<file path="src/rtl/single_rocket_mover.sv">
// Per-rocket mover: launches on a rising isActive, steps Y once per frame in
// fixed point, and retires on collision (after an explosion) or on leaving the screen.
module single_rocket_mover #(
    parameter int FRAC_BITS      = 6,
    parameter int SCREEN_TOP     = 0,
    parameter int SCREEN_BOTTOM  = 479,
    parameter int ROCKET_HEIGHT  = 16,
    parameter int EXPLODE_FRAMES = 4
) (
    input  logic               clk,
    input  logic               resetN,
    input  logic               startOfFrame,
    input  logic               isActive,
    input  logic signed [8:0]  initialSpeed,
    input  logic signed [10:0] initialX,
    input  logic signed [10:0] initialY,
    input  logic               collision,
    output logic signed [10:0] topLeftX,
    output logic signed [10:0] topLeftY,
    output logic               rocketVisible,
    output logic               exploding,
    output logic               busy,
    output logic               rocketDone,
    output logic               rocketHit
);
    localparam int YW = 11 + FRAC_BITS;
    localparam int CW = (EXPLODE_FRAMES < 2) ? 1 : $clog2(EXPLODE_FRAMES);
    localparam logic [CW-1:0] CNT_LAST = CW'(EXPLODE_FRAMES - 1);
    // Limits compared one bit wider than yFix so the sum cannot wrap.
    localparam logic signed [YW:0] LIM_TOP = (YW + 1)'(SCREEN_TOP - ROCKET_HEIGHT);
    localparam logic signed [YW:0] LIM_BOT = (YW + 1)'(SCREEN_BOTTOM);

    typedef enum logic [1:0] {IDLE, FLYING, EXPLODE} state_t;

    state_t                state_q, state_d;
    logic signed [10:0]    x_q, x_d;
    logic signed [YW-1:0]  yfix_q, yfix_d;
    logic signed [YW-1:0]  speed_q, speed_d;
    logic [CW-1:0]         cnt_q, cnt_d;
    logic                  isactive_q, isactive_d;
    logic                  done_q, done_d;
    logic                  hit_q, hit_d;

    logic signed [YW:0]    yfix_n;
    logic signed [YW:0]    ypix_n;
    logic                  off_screen;
    logic                  launch;

    always_ff @(posedge clk or negedge resetN) begin
        if (!resetN) begin
            state_q    <= IDLE;
            x_q        <= '0;
            yfix_q     <= '0;
            speed_q    <= '0;
            cnt_q      <= '0;
            isactive_q <= 1'b1;
            done_q     <= 1'b0;
            hit_q      <= 1'b0;
        end else begin
            state_q    <= state_d;
            x_q        <= x_d;
            yfix_q     <= yfix_d;
            speed_q    <= speed_d;
            cnt_q      <= cnt_d;
            isactive_q <= isactive_d;
            done_q     <= done_d;
            hit_q      <= hit_d;
        end
    end

    always_comb begin
        state_d    = state_q;
        x_d        = x_q;
        yfix_d     = yfix_q;
        speed_d    = speed_q;
        cnt_d      = cnt_q;
        isactive_d = isActive;
        done_d     = 1'b0;
        hit_d      = 1'b0;

        yfix_n     = {yfix_q[YW-1], yfix_q} + {speed_q[YW-1], speed_q};
        ypix_n     = yfix_n >>> FRAC_BITS;
        off_screen = (ypix_n < LIM_TOP) || (ypix_n > LIM_BOT);
        launch     = isActive && !isactive_q;

        unique case (state_q)
            IDLE: begin
                if (launch) begin
                    state_d = FLYING;
                    x_d     = initialX;
                    yfix_d  = {initialY, {FRAC_BITS{1'b0}}};
                    speed_d = {{(YW - 9){initialSpeed[8]}}, initialSpeed};
                end
            end
            FLYING: begin
                // Collision freezes the position even on a frame tick.
                if (collision) begin
                    state_d = EXPLODE;
                    cnt_d   = '0;
                end else if (startOfFrame) begin
                    if (off_screen) begin
                        state_d = IDLE;
                        done_d  = 1'b1;
                    end else begin
                        yfix_d = yfix_n[YW-1:0];
                    end
                end
            end
            EXPLODE: begin
                if (startOfFrame) begin
                    if (cnt_q == CNT_LAST) begin
                        state_d = IDLE;
                        done_d  = 1'b1;
                        hit_d   = 1'b1;
                    end else begin
                        cnt_d = cnt_q + 1'b1;
                    end
                end
            end
            default: state_d = IDLE;
        endcase
    end

    always_comb begin
        topLeftX      = x_q;
        topLeftY      = yfix_q[YW-1:FRAC_BITS];
        rocketVisible = (state_q == FLYING);
        exploding     = (state_q == EXPLODE);
        busy          = (state_q != IDLE);
        rocketDone    = done_q;
        rocketHit     = hit_q;
    end
endmodule

</file>
<file path="config.mk">
export PLATFORM = sky130hd
export DESIGN_NAME = single_rocket_mover
export DESIGN_NICKNAME = d
export VERILOG_FILES = /design/src/rtl/single_rocket_mover.sv
export SDC_FILE = /design/constraint.sdc
export NUM_CORES = 1
export LEC_CHECK = 0
export ABC_AREA = 1
export ABC_CLOCK_PERIOD_IN_PS = 2500
export CORE_MARGIN = 3
export CORE_UTILIZATION = 48
export DETAILED_ROUTE_END_ITERATION = 8
export PLACE_DENSITY = 0.86
export SKIP_LAST_GASP = 1
export SYNTH_ARGS = -nofsm -noshare
export SYNTH_HDL_FRONTEND = slang
export SYNTH_SLANG_ARGS = --single-unit
export TNS_END_PERCENT = 1
</file>
<file path="constraint.sdc">
create_clock -name clk -period 2.5 [get_ports clk]
set_input_delay 0.25 -clock clk [delete_from_list [all_inputs] [get_ports clk]]
set_output_delay 0.25 -clock clk [all_outputs]
set_load 0.005 [all_outputs]
</file>
; Yosys cells after proc, flatten, opt, wreduce, memory -nomap -nowiden
; Index checks and enable logic that the tools add are counted.
[totals]
register_bits = 44
in_bits = 36
output_inout_bits = 27
[classes]
addsub = 2
n_lt_le_gt_ge = 2
n_eq_ne = 13
muxes = 23
n_reduce_logical = 11
[op_table]
columns = operator, count
row1 = $mux 17, 4
row2 = $pmux 17 s2, 1
row3 = $add 17x9->18, 1
row4 = $mux 2, 9
row5 = $ne 2x2->1 const B, 7
row6 = $gt 12x10->1 const B, 1
row7 = $lt 12x5->1 const B, 1
row8 = $reduce_and 5->1, 2
row9 = $mux 1, 6
row10 = $pmux 2 s3, 1
row11 = $reduce_bool 2->1, 3
row12 = $eq 2x2->1 const B, 2
row13 = $pmux 2 s2, 1
row14 = $reduce_and 4->1, 1
row15 = $ne 3x2->1 const B, 1
row16 = $ne 3x3->1 const B, 1
row17 = $add 2x1->2 const B, 1
row18 = $eq 2x1->1 const B, 1
row19 = $logic_not 2->1, 1
row20 = $ne 2x1->1 const B, 1
row21 = $pmux 1 s2, 1
row22 = $reduce_and 2->1, 1
row23 = $logic_and 1x1->1, 1
row24 = $logic_not 1->1, 1
row25 = $logic_or 1x1->1, 1

; Longest topological paths before layout
; Gate-level depths: netlist (run 1).
[logic_depth]
depth_word = 7
mapped_depth = 20

; Worst setup path before layout (run 1)
; No wires, ideal clock.
[synth_path]
path_type = reg2reg
from = register yfix_q[0]
to = register yfix_q[14]
t_arrival_ns = 2.246
slack_ns = 0.137
stages_incl_launch_ff = 20
path_cell_list = dfrtp_1 > ha_1 > inv_1 > fa_1 > inv_1 > nand2_1 > nand2_1 > and2_1 > nand2_1 > nand3_1 > nand2_1 > nand2_1 > nand2_2 > nor2_2 > nand3_2 > nand3_4 > nand2_4 > buf_8 > nand2_1 > nand2_1
[synth_between]
elab_chain_len = 5
[synth_lines]
columns = element, line_no
row1 = from (decl), 37  ; logic signed [YW-1:0] yfix_q, yfix_d;
row2 = from (signal assigned), 62  ; yfix_q <= yfix_d;
row3 = $add 17x9->18 *, 81  ; yfix_n = {yfix_q[YW-1], yfix_q} + {speed_q[YW-1], speed_q};
row4 = "$lt 12x5->1, or another cell as far along", 83  ; off_screen = (ypix_n < LIM_TOP) || (ypix_n > LIM_BOT);
row5 = $logic_or 1x1->1 or $mux 17 (tied branches), "83, 100"
row6 = $ne 2x2->1 (no line) or $mux 17 (tied branches), n/a
row7 = $reduce_and 5->1 (no line) or $pmux 17 s2 (tied branches), n/a
; Mark *: on every way between the ends. The rest lies on a longest branch, timed or not. The select of a mux whose other input is x is not followed.
; A chain may end at the register's enable or synchronous reset.

; Final worst setup path (run 1)
[layout_path]
from = register speed_q[8]
to = register yfix_q[2]
[layout_between]
elab_chain_len = 5
[layout_lines]
columns = element, line_no
row1 = from (decl), 38  ; logic signed [YW-1:0] speed_q, speed_d;
row2 = from (signal assigned), 63  ; speed_q <= speed_d;
row3 = $add 17x9->18 *, 81
row4 = $lt 12x5->1 or $gt 12x10->1 (tied branches), 83
row5 = $logic_or 1x1->1 *, 83
row6 = $ne 2x2->1 (no line) *, n/a
row7 = $reduce_and 5->1 (no line) *, n/a
; Mark *: on every way between the ends. The rest lies on a longest branch, timed or not.

==> results.txt, run 1 <==
----------------------------------------------------
[Status]
  Status ... complete, but fails checks
  Violated checks ... setup timing

[Floorplanning]
  Chip Width ... 88.41 um
  Boundary pin count ... 63
  Standard cell core area ... 0.006459 mm2
  Die Area ... 0.007815 mm2
  Row count ... 29
  Starting density of the core ... 0.5046
  Vertical die dimension ... 88.41 um

[Route]
  Average wire per cell in the routed design ... 15.78 um
  First-pass detailed-route iteration total ... 5
  Count of antenna-violating nets left after detailed routing ... 0
  Initial DRC Count ... 232
  Post-detailed-route via-to-cell ratio ... 5.432
  Total number of vias ... 3346
  Wire length after detailed routing ... 9722 um
  Final routed DRC violation total ... 0

[STA]
  Setup Viol. Count Final ... 20
  Fmax achieved ... 379.5 MHz
  WHS ... 0.1056 ns
  Fin Clk Skew ... 0.004114 ns
  Share of the clock period used by the worst path after layout ... 1.054
  Worst slew pin tran ... 0.9766 ns
  Final slew viol count ... 0
  Number of endpoints with negative hold slack in the final report ... 0
  Final critical-path required period ... 2.635 ns
  Max-slew headroom at the worst pin ... 0.3489
  Final worst slack ... -0.1349 ns
  Unrepaired setup endpoints after global routing ... true

[Global route]
  Largest net degree at the start of global routing ... 45
  Wire length of the first global-routing pass ... 14410 um
  Initial antenna violation count ... 0
  Gr ovfl total ... 0
  GR Util All Layers ... 0.2368
  Number of global-route vias before repair ... 3202

[Logic synthesis]
  Number of warnings reported in the yosys synthesis log ... 0
  Post-Synth XOR/XNOR Area ... 0.01075
  Synthesis-stage register bit count ... 44
  Synthesized net count ... 502
  Gate Count Post-Synth ... 444
  Largest family of logic cells by synthesized area ... simple AND/OR/NAND/NOR gates
  Avg Synthesized Cell Area ... 7.341 um2
  Cell area after synthesis ... 0.003259 mm2
  Area fraction in compound gates after synthesis ... 0.06411
  Adder-Cell Fraction of Synth Area ... 0.08676
  Sequential cell area fraction in the yosys report ... 0.3382
  Mux cell area share after synthesis ... 0.06564
  Distinct cell type count of the synthesized netlist ... 35
  Simple logic cell fraction of the synthesized area ... 0.3309

[Power]
  Total power draw ... 0.007380 W
  Max IR drop VDD ... 0.9866 mV
  Internal ... 0.003805 W
  NetSw ... 0.003574 W
  Power density of the placed cells ... 1604 mW/mm2
  Relative contribution of sequential cells to total power ... 0.177
  Leakage power ... 2.264 nW
  Share of power burned in combinational logic ... 0.759
  Clock network power share ... 0.064
  Switching part of the total power ... 0.4844

[Cells and area]
  ANT cells ... 0
  Ratio of cells with drive above 1 in the final layout ... 0.2894
  Area taken by multi-input logic gates ... 0.002137 mm2
  Final core occ ... 0.7125
  Storage cell area ... 0.001104 mm2
  Layout Nets ... 596
  Growth of design area from synthesis to finish ... 41.19%
  Fill cells ... 504

[CTS]
  Number of H-tree branching levels ... 2
  CTS clock-pin slew for the worst setup and hold paths ... 0.09 ns
  Clock tree root driver cell ... clkbuf_8
  Sink Count ... 44
  Clock buffer count from CTS ... 5
  Clock tree from TritonCTS ... built
  Worst-case clock buffer depth ... 2
  Clock insertion delay at the later pin of the skew report ... 0.30 ns

[Placement]
  Post-placement setup slack ... -0.05614 ns
  Global placer's final weighted congestion ... 0.9725
  Detail Placement HPWL ... 6903 um
  Number of buffers added on ports ... 62

[Worst setup path]
  Data required time of the critical path ... 2.74 ns
  Nature of the critical path endpoint ... register
  Critical path peak fanout ... 8
  Reg-to-reg startpoint ... speed_q[8]
  Crit path DAT ... 2.87 ns
  CP Launch Type ... register
  Startpoint of the worst setup timing path ... speed_q[8]
  Critical Setup Path Class ... register to register

[Min path]
  Worst min-delay path category ... input port to asynchronous set/reset pin

[Flow run]
  Max-cap violations ... 0

----------------------------------------------------
==> area by class of cell <==
cell class                 count  area share
clock buffer                   6     0.01794
clock inverter                 2    0.003263
inverter                      55     0.04486
multi-input combinational    327      0.4644
sequential                    44      0.2398
tap                           77     0.02094
timing repair buffer         105      0.2088
==> worst paths after layout <==
check                                   end  slack (ns)  cells after the start
worst min-delay path             state_q[1]        0.11                      1
worst max register to register    yfix_q[2]       -0.13                     15
worst max-delay path              yfix_q[2]       -0.13                     15
max in group asynchronous        speed_q[8]        1.73                      1
min in group clk                 isactive_q        0.42                      1
worst min register to register  topLeftX[3]        0.51                      1
==> timing repair <==
| item | CTS | global route |
|---|---|---|
| hold buffers | 0 | 0 |
| buffers inserted | 2 | 9 |
| hold endpoints to repair | 0 | 0 |
| pin swaps | 5 | 27 |
| cloned | 1 | 0 |
| gates resized for setup | 20 | 58 |
| setup endpoints to repair | 18 | 20 |
==> logic make-up after synthesis <==
logic type      Yosys count
compound gates           38
xor+xnor                  4
fa+ha+maj                22
buf+inv                  74
flops                    44
mux                      19
simple gates            243
==> cells in the mapped netlist <==
master    number  area share
a211oi_1       2      0.0046
a21boi_0       1      0.0023
a21oi_1       15       0.023
a21oi_2        1      0.0027
and2_1         1      0.0019
buf_1          1      0.0012
buf_4         11       0.025
buf_6          1      0.0035
buf_8          1      0.0046
clkbuf_1       5      0.0058
clkinv_1       1      0.0012
dfrtp_1       43        0.33
dfstp_2        1      0.0081
fa_1           1      0.0061
ha_1          21       0.081
inv_1         52       0.060
inv_2          2      0.0023
mux2_2        19       0.066
nand2_1      146        0.17
nand2_2       13       0.025
nand2_4        1      0.0035
nand3_1       38       0.058
nand3_2        3      0.0092
nand3_4        1      0.0054
nand3b_1       2      0.0046
nand4_1        4      0.0077
nor2_1        25       0.029
nor2_2         3      0.0058
nor3_1         3      0.0046
nor3_2         2      0.0061
o21a_1         1      0.0023
o21ai_0       16       0.025
o21bai_1       2      0.0046
or2_0          1      0.0019
xnor2_1        4       0.011
==> registers in the layout (all words and copies together) (netlist names) <==
register / cells
cnt_q: 2
isactive_q: 1
rocketDone: 1
rocketHit: 1
speed_q: 9
state_q: 2
topLeftX: 11
yfix_q: 17
==> metrics by stage <==
step	TNS, ns	cell area (um2)	instances
floorplan	0	3259	444
global placement	0	4080	596
detailed placement	-0.6686	4080	596
CTS	0	4265	607
global route	-3.855	4602	616
finish	-1.639	4602	616
==> metal layers <==
layer | part of all wire | vias to the layer above | GRT usage
met1 | 0.43 | 1588 | 0.3171
met3 | 0.067 | 21 | 0.04097
met2 | 0.49 | 138 | 0.3909
met4 | 0.019 | 0 | 0.07555
li1 | - | 1599 | -
met5 | 0 | - | 0
==> cell usage in the layout (no fill, tap or decap), drive strengths merged, types with 5 or more instances in the layout <==
master | synthesis | routed
nor2 | 28 | 28
ha | 21 | 21
clkdlybuf4s50 | 0 | 61
mux2 | 19 | 19
nand2 | 160 | 161
buf | 14 | 44
inv | 54 | 54
clkbuf | 5 | 6
a21oi | 16 | 16
o21ai | 16 | 16
nand3 | 42 | 42
dfrtp | 43 | 43
nor3 | 5 | 5
==> power groups by stage <==
stage | combinational [W] | clock, W | sequential [W]
after floorplan | 0.00285 | 0 | 0.00121
after global placement | 0.00429 | 0 | 0.00123
after detailed placement | 0.00440 | 0 | 0.00125
after CTS | 0.00467 | 0.000484 | 0.00124
after global routing | 0.00607 | 0.000514 | 0.00134
final | 0.00560 | 0.000474 | 0.00130
==> worst max-delay path: stages (launching register included) <==
cell     delay (ns)
dfrtp_2        0.54
ha_4           0.31
nand2_2        0.11
inv_2          0.04
nand2_1        0.14
inv_1          0.09
a21oi_2        0.23
nand3_1        0.12
nand2_2        0.10
nand2_2        0.07
nor2_2         0.14
nand3_2        0.14
nand3_4        0.17
buf_8          0.17
nand3_2        0.08
nand2_2        0.10
Note: power is estimated with default switching activity, not from simulation.
==> run 2: changes to the inputs <==
==> constraint.sdc (replaced) <==
create_clock -name clk -period 2.5 [get_ports clk]
set_input_delay 0.5 -clock clk [delete_from_list [all_inputs] [get_ports clk]]
set_output_delay 0.5 -clock clk [all_outputs]
set_load 0.005 [all_outputs]
==> run 2 against run 1 <==
The flow still finishes with violations (setup timing). Register-to-register slack better by 0.05 ns. Critical path depth is 1 lower. Non-clock buffer count is 5 lower. Sequential cell count stayed put. First-iteration DRC count is 24% higher. Cell count is 0.81% lower. Clock-buffer cell count is 2 higher. Die area stayed put. Sequential share of layout area is 0.63 points higher.
==> results.txt, run 2 (synthesized netlist as in run 1, its figures left out) <==
----------------------------------------------------
[CTS]
  Clock tree from TritonCTS ... built
  Clock tree root driver cell ... clkbuf_8
  Total of hold buffers inserted after clock tree synthesis ... 0 (unchanged)
  Clock buffer count from CTS ... 5 (unchanged)
  Sink Count ... 44 (unchanged)
  Clock insertion delay at the later pin of the skew report ... 0.30 ns (about the same)
  Number of H-tree branching levels ... 2 (unchanged)
  CTS clock-pin slew for the worst setup and hold paths ... 0.08 ns (about the same)
  Worst-case clock buffer depth ... 2 (unchanged)

[Route]
  Total number of vias ... 3307 (-1.2%)
  Initial DRC Count ... 288 (+24%)
  Final routed DRC violation total ... 0 (unchanged)
  First-pass detailed-route iteration total ... 5 (unchanged)
  Met2 WL post-DR ... 4594 um (-2.9%)
  Wire length after detailed routing ... 9565 um (-1.6%)
  Total length of routed met3 wires ... 653 um (+0.62%)
  Topmost layer with routed signal wires ... met4
  Routed met1 length ... 4143 um (-0.34%)
  Post-detailed-route via-to-cell ratio ... 5.412 (-0.36%)
  Count of antenna-violating nets left after detailed routing ... 0 (unchanged)
  Average wire per cell in the routed design ... 15.65 um (-0.81%)

[Worst setup path]
  Critical path peak fanout ... 8 (unchanged)
  Cell depth of the worst flop-to-flop path ... 14 (-1)
  End point of the critical path ... yfix_q[7]
  Critical Setup Path Class ... register to register
  Reg-to-reg startpoint ... speed_q[8]
  Capture point of the worst reg-to-reg path ... yfix_q[7]
  Crit path DAT ... 2.76 ns (-0.11 ns)
  Flop2flop setup slack ... -0.09 ns (+0.05 ns)
  Data required time of the critical path ... 2.68 ns (-0.06 ns)
  Startpoint of the worst setup timing path ... speed_q[8]
  CP Launch Type ... register
  Nature of the critical path endpoint ... register

[Placement]
  Global placer's final weighted congestion ... 0.9806 (+0.83%)
  Cell area after placement ... 0.004088 mm2 (+0.18%)
  Number of buffers added on ports ... 62 (unchanged)
  Cells after DPL ... 597 (+0.17%)
  Detail Placement HPWL ... 7050 um (+2.1%)
  Post-placement setup slack ... -0.03271 ns (+0.02343 ns)

[Floorplanning]
  Row count ... 29 (unchanged)
  Boundary pin count ... 63 (unchanged)
  Vertical die dimension ... 88.41 um (unchanged)
  Standard cell core area ... 0.006459 mm2 (unchanged)
  Die Area ... 0.007815 mm2 (unchanged)
  Chip Width ... 88.41 um (unchanged)
  Starting density of the core ... 0.5046 (unchanged)

[STA]
  Share of the clock period used by the worst path after layout ... 1.035 (-0.01940)
  Final slew viol count ... 0 (unchanged)
  Final worst slack ... -0.08639 ns (+0.04849 ns)
  Final critical-path required period ... 2.586 ns (-0.04849 ns)
  Worst slew pin tran ... 0.5254 ns (-0.4512 ns)
  Max-slew headroom at the worst pin ... 0.6475 (+0.2986)
  Unrepaired setup endpoints after global routing ... true
  Fin Clk Skew ... 0.008255 ns (+0.004141 ns)
  Number of endpoints with negative hold slack in the final report ... 0 (unchanged)
  Fmax achieved ... 386.6 MHz (+1.9%)
  Setup Viol. Count Final ... 19 (-5.0%)

[Cells and area]
  Layout Nets ... 591 (-0.84%)
  Leading cell types in the layout, fill and taps excluded ... nand2_1, clkdlybuf4s50_1, inv_1
  Number of flip-flops under the largest register name ... 17 (unchanged)
  ANT cells ... 0 (unchanged)
  Ratio of cells with drive above 1 in the final layout ... 0.2547 (-0.03474)
  Area of all placed cells without fillers ... 0.004484 mm2 (-2.6%)
  Growth of design area from synthesis to finish ... 37.58%
  Largest register by flop count ... yfix_q
  Final core occ ... 0.6943 (-0.01821)
  Leading cell type in the layout, fill and taps excluded ... nand2_1
  Non-filler cells in the finished layout ... 611 (-0.81%)

[Global route]
  Gr ovfl total ... 0 (unchanged)
  Wire length of the first global-routing pass ... 14900 um (+3.4%)
  Initial antenna violation count ... 0 (unchanged)
  Number of global-route vias before repair ... 3256 (+1.7%)
  GR Util All Layers ... 0.2441 (+0.007351)
  Largest net degree at the start of global routing ... 36 (-20%)

[Status]
  Violated checks ... setup timing
  Status ... complete, but fails checks

[Min path]
  Worst min-delay path category ... input port to asynchronous set/reset pin

[Power]
  Leakage power ... 2.229 nW (-1.5%)
  Max IR drop VDD ... 0.7751 mV (-21%)
  Power density of the placed cells ... 1568 mW/mm2 (-2.2%)

[Flow run]
  Max-cap violations ... 0 (unchanged)

----------------------------------------------------
## run 2: changes by cell type in the layout (fill, tap and decap cells not counted), sizes merged
| cell | change |
|---|---|
| buf | -5 |
| clkinvlp | -2 |
| clkbuf | +2 |
## run 2: how the worst min path moves through the flow
stage / from / cells past startpoint / slack (ns) / endpoint
detailed placement: resetN / 1 / 0.37 / cnt_q[0]
CTS: resetN / 1 / 0.05 / yfix_q[13]
global placement: resetN / 1 / 0.37 / cnt_q[1]
finish: resetN / 1 / 0.05 / yfix_q[16]
floorplan: resetN / 0 / 0.20 / cnt_q[0]
global route: resetN / 1 / 0.06 / yfix_q[13]
## run 2: power by group
part	internal [W]	total [W]	switching, W
clock	0.000252	0.000493	0.000241
sequential	0.00103	0.00130	0.000276
combinational	0.00238	0.00523	0.00286
## run 2: per-layer routing
layer  track usage  vias up
met3       0.05028       17
met4       0.07418        0
met1        0.3281     1554
met5             0        -
li1              -     1590
met2        0.3977      146
## run 2: timing repair
action	CTS	global route
gates cloned	0	1
gates resized for setup	10	46
buffers inserted	1	4
setup endpoints to repair	19	20
pin swaps	0	21
## run 2: stage by stage
stage | hold WS, ns | total power [W] | setup TNS (ns)
global route | 0.05526 | 0.007576 | -3.192
CTS | 0.04781 | 0.006279 | 0
detailed placement | 0.3723 | 0.005658 | -0.2721
finish | 0.04646 | 0.007030 | -1.027
floorplan | 0.2044 | 0.004064 | 0
global placement | 0.3693 | 0.005525 | 0
## run 2: critical path: stages, from the launching register on
cell and delay, ns:
dfrtp_2 0.57, buf_6 0.18, ha_4 0.22, a21oi_1 0.21, o21ai_1 0.13, a21oi_2 0.19, buf_4 0.15, nand3_1 0.08
nand3_2 0.08, nor2_2 0.04, nand2_2 0.11, nand3_4 0.15, buf_6 0.18, nand3_1 0.07, nand2_1 0.08
## run 2: layout make-up
| class | instances | area, um2 |
|---|---|---|
| multi-input cells | 327 | 2062 |
| fillers | 505 | 1974 |
| flip-flops and latches | 44 | 1104 |
| repair buffers | 100 | 915.9 |
| inverters | 55 | 206.4 |
| clock buffers | 8 | 100.1 |
| well taps | 77 | 96.34 |
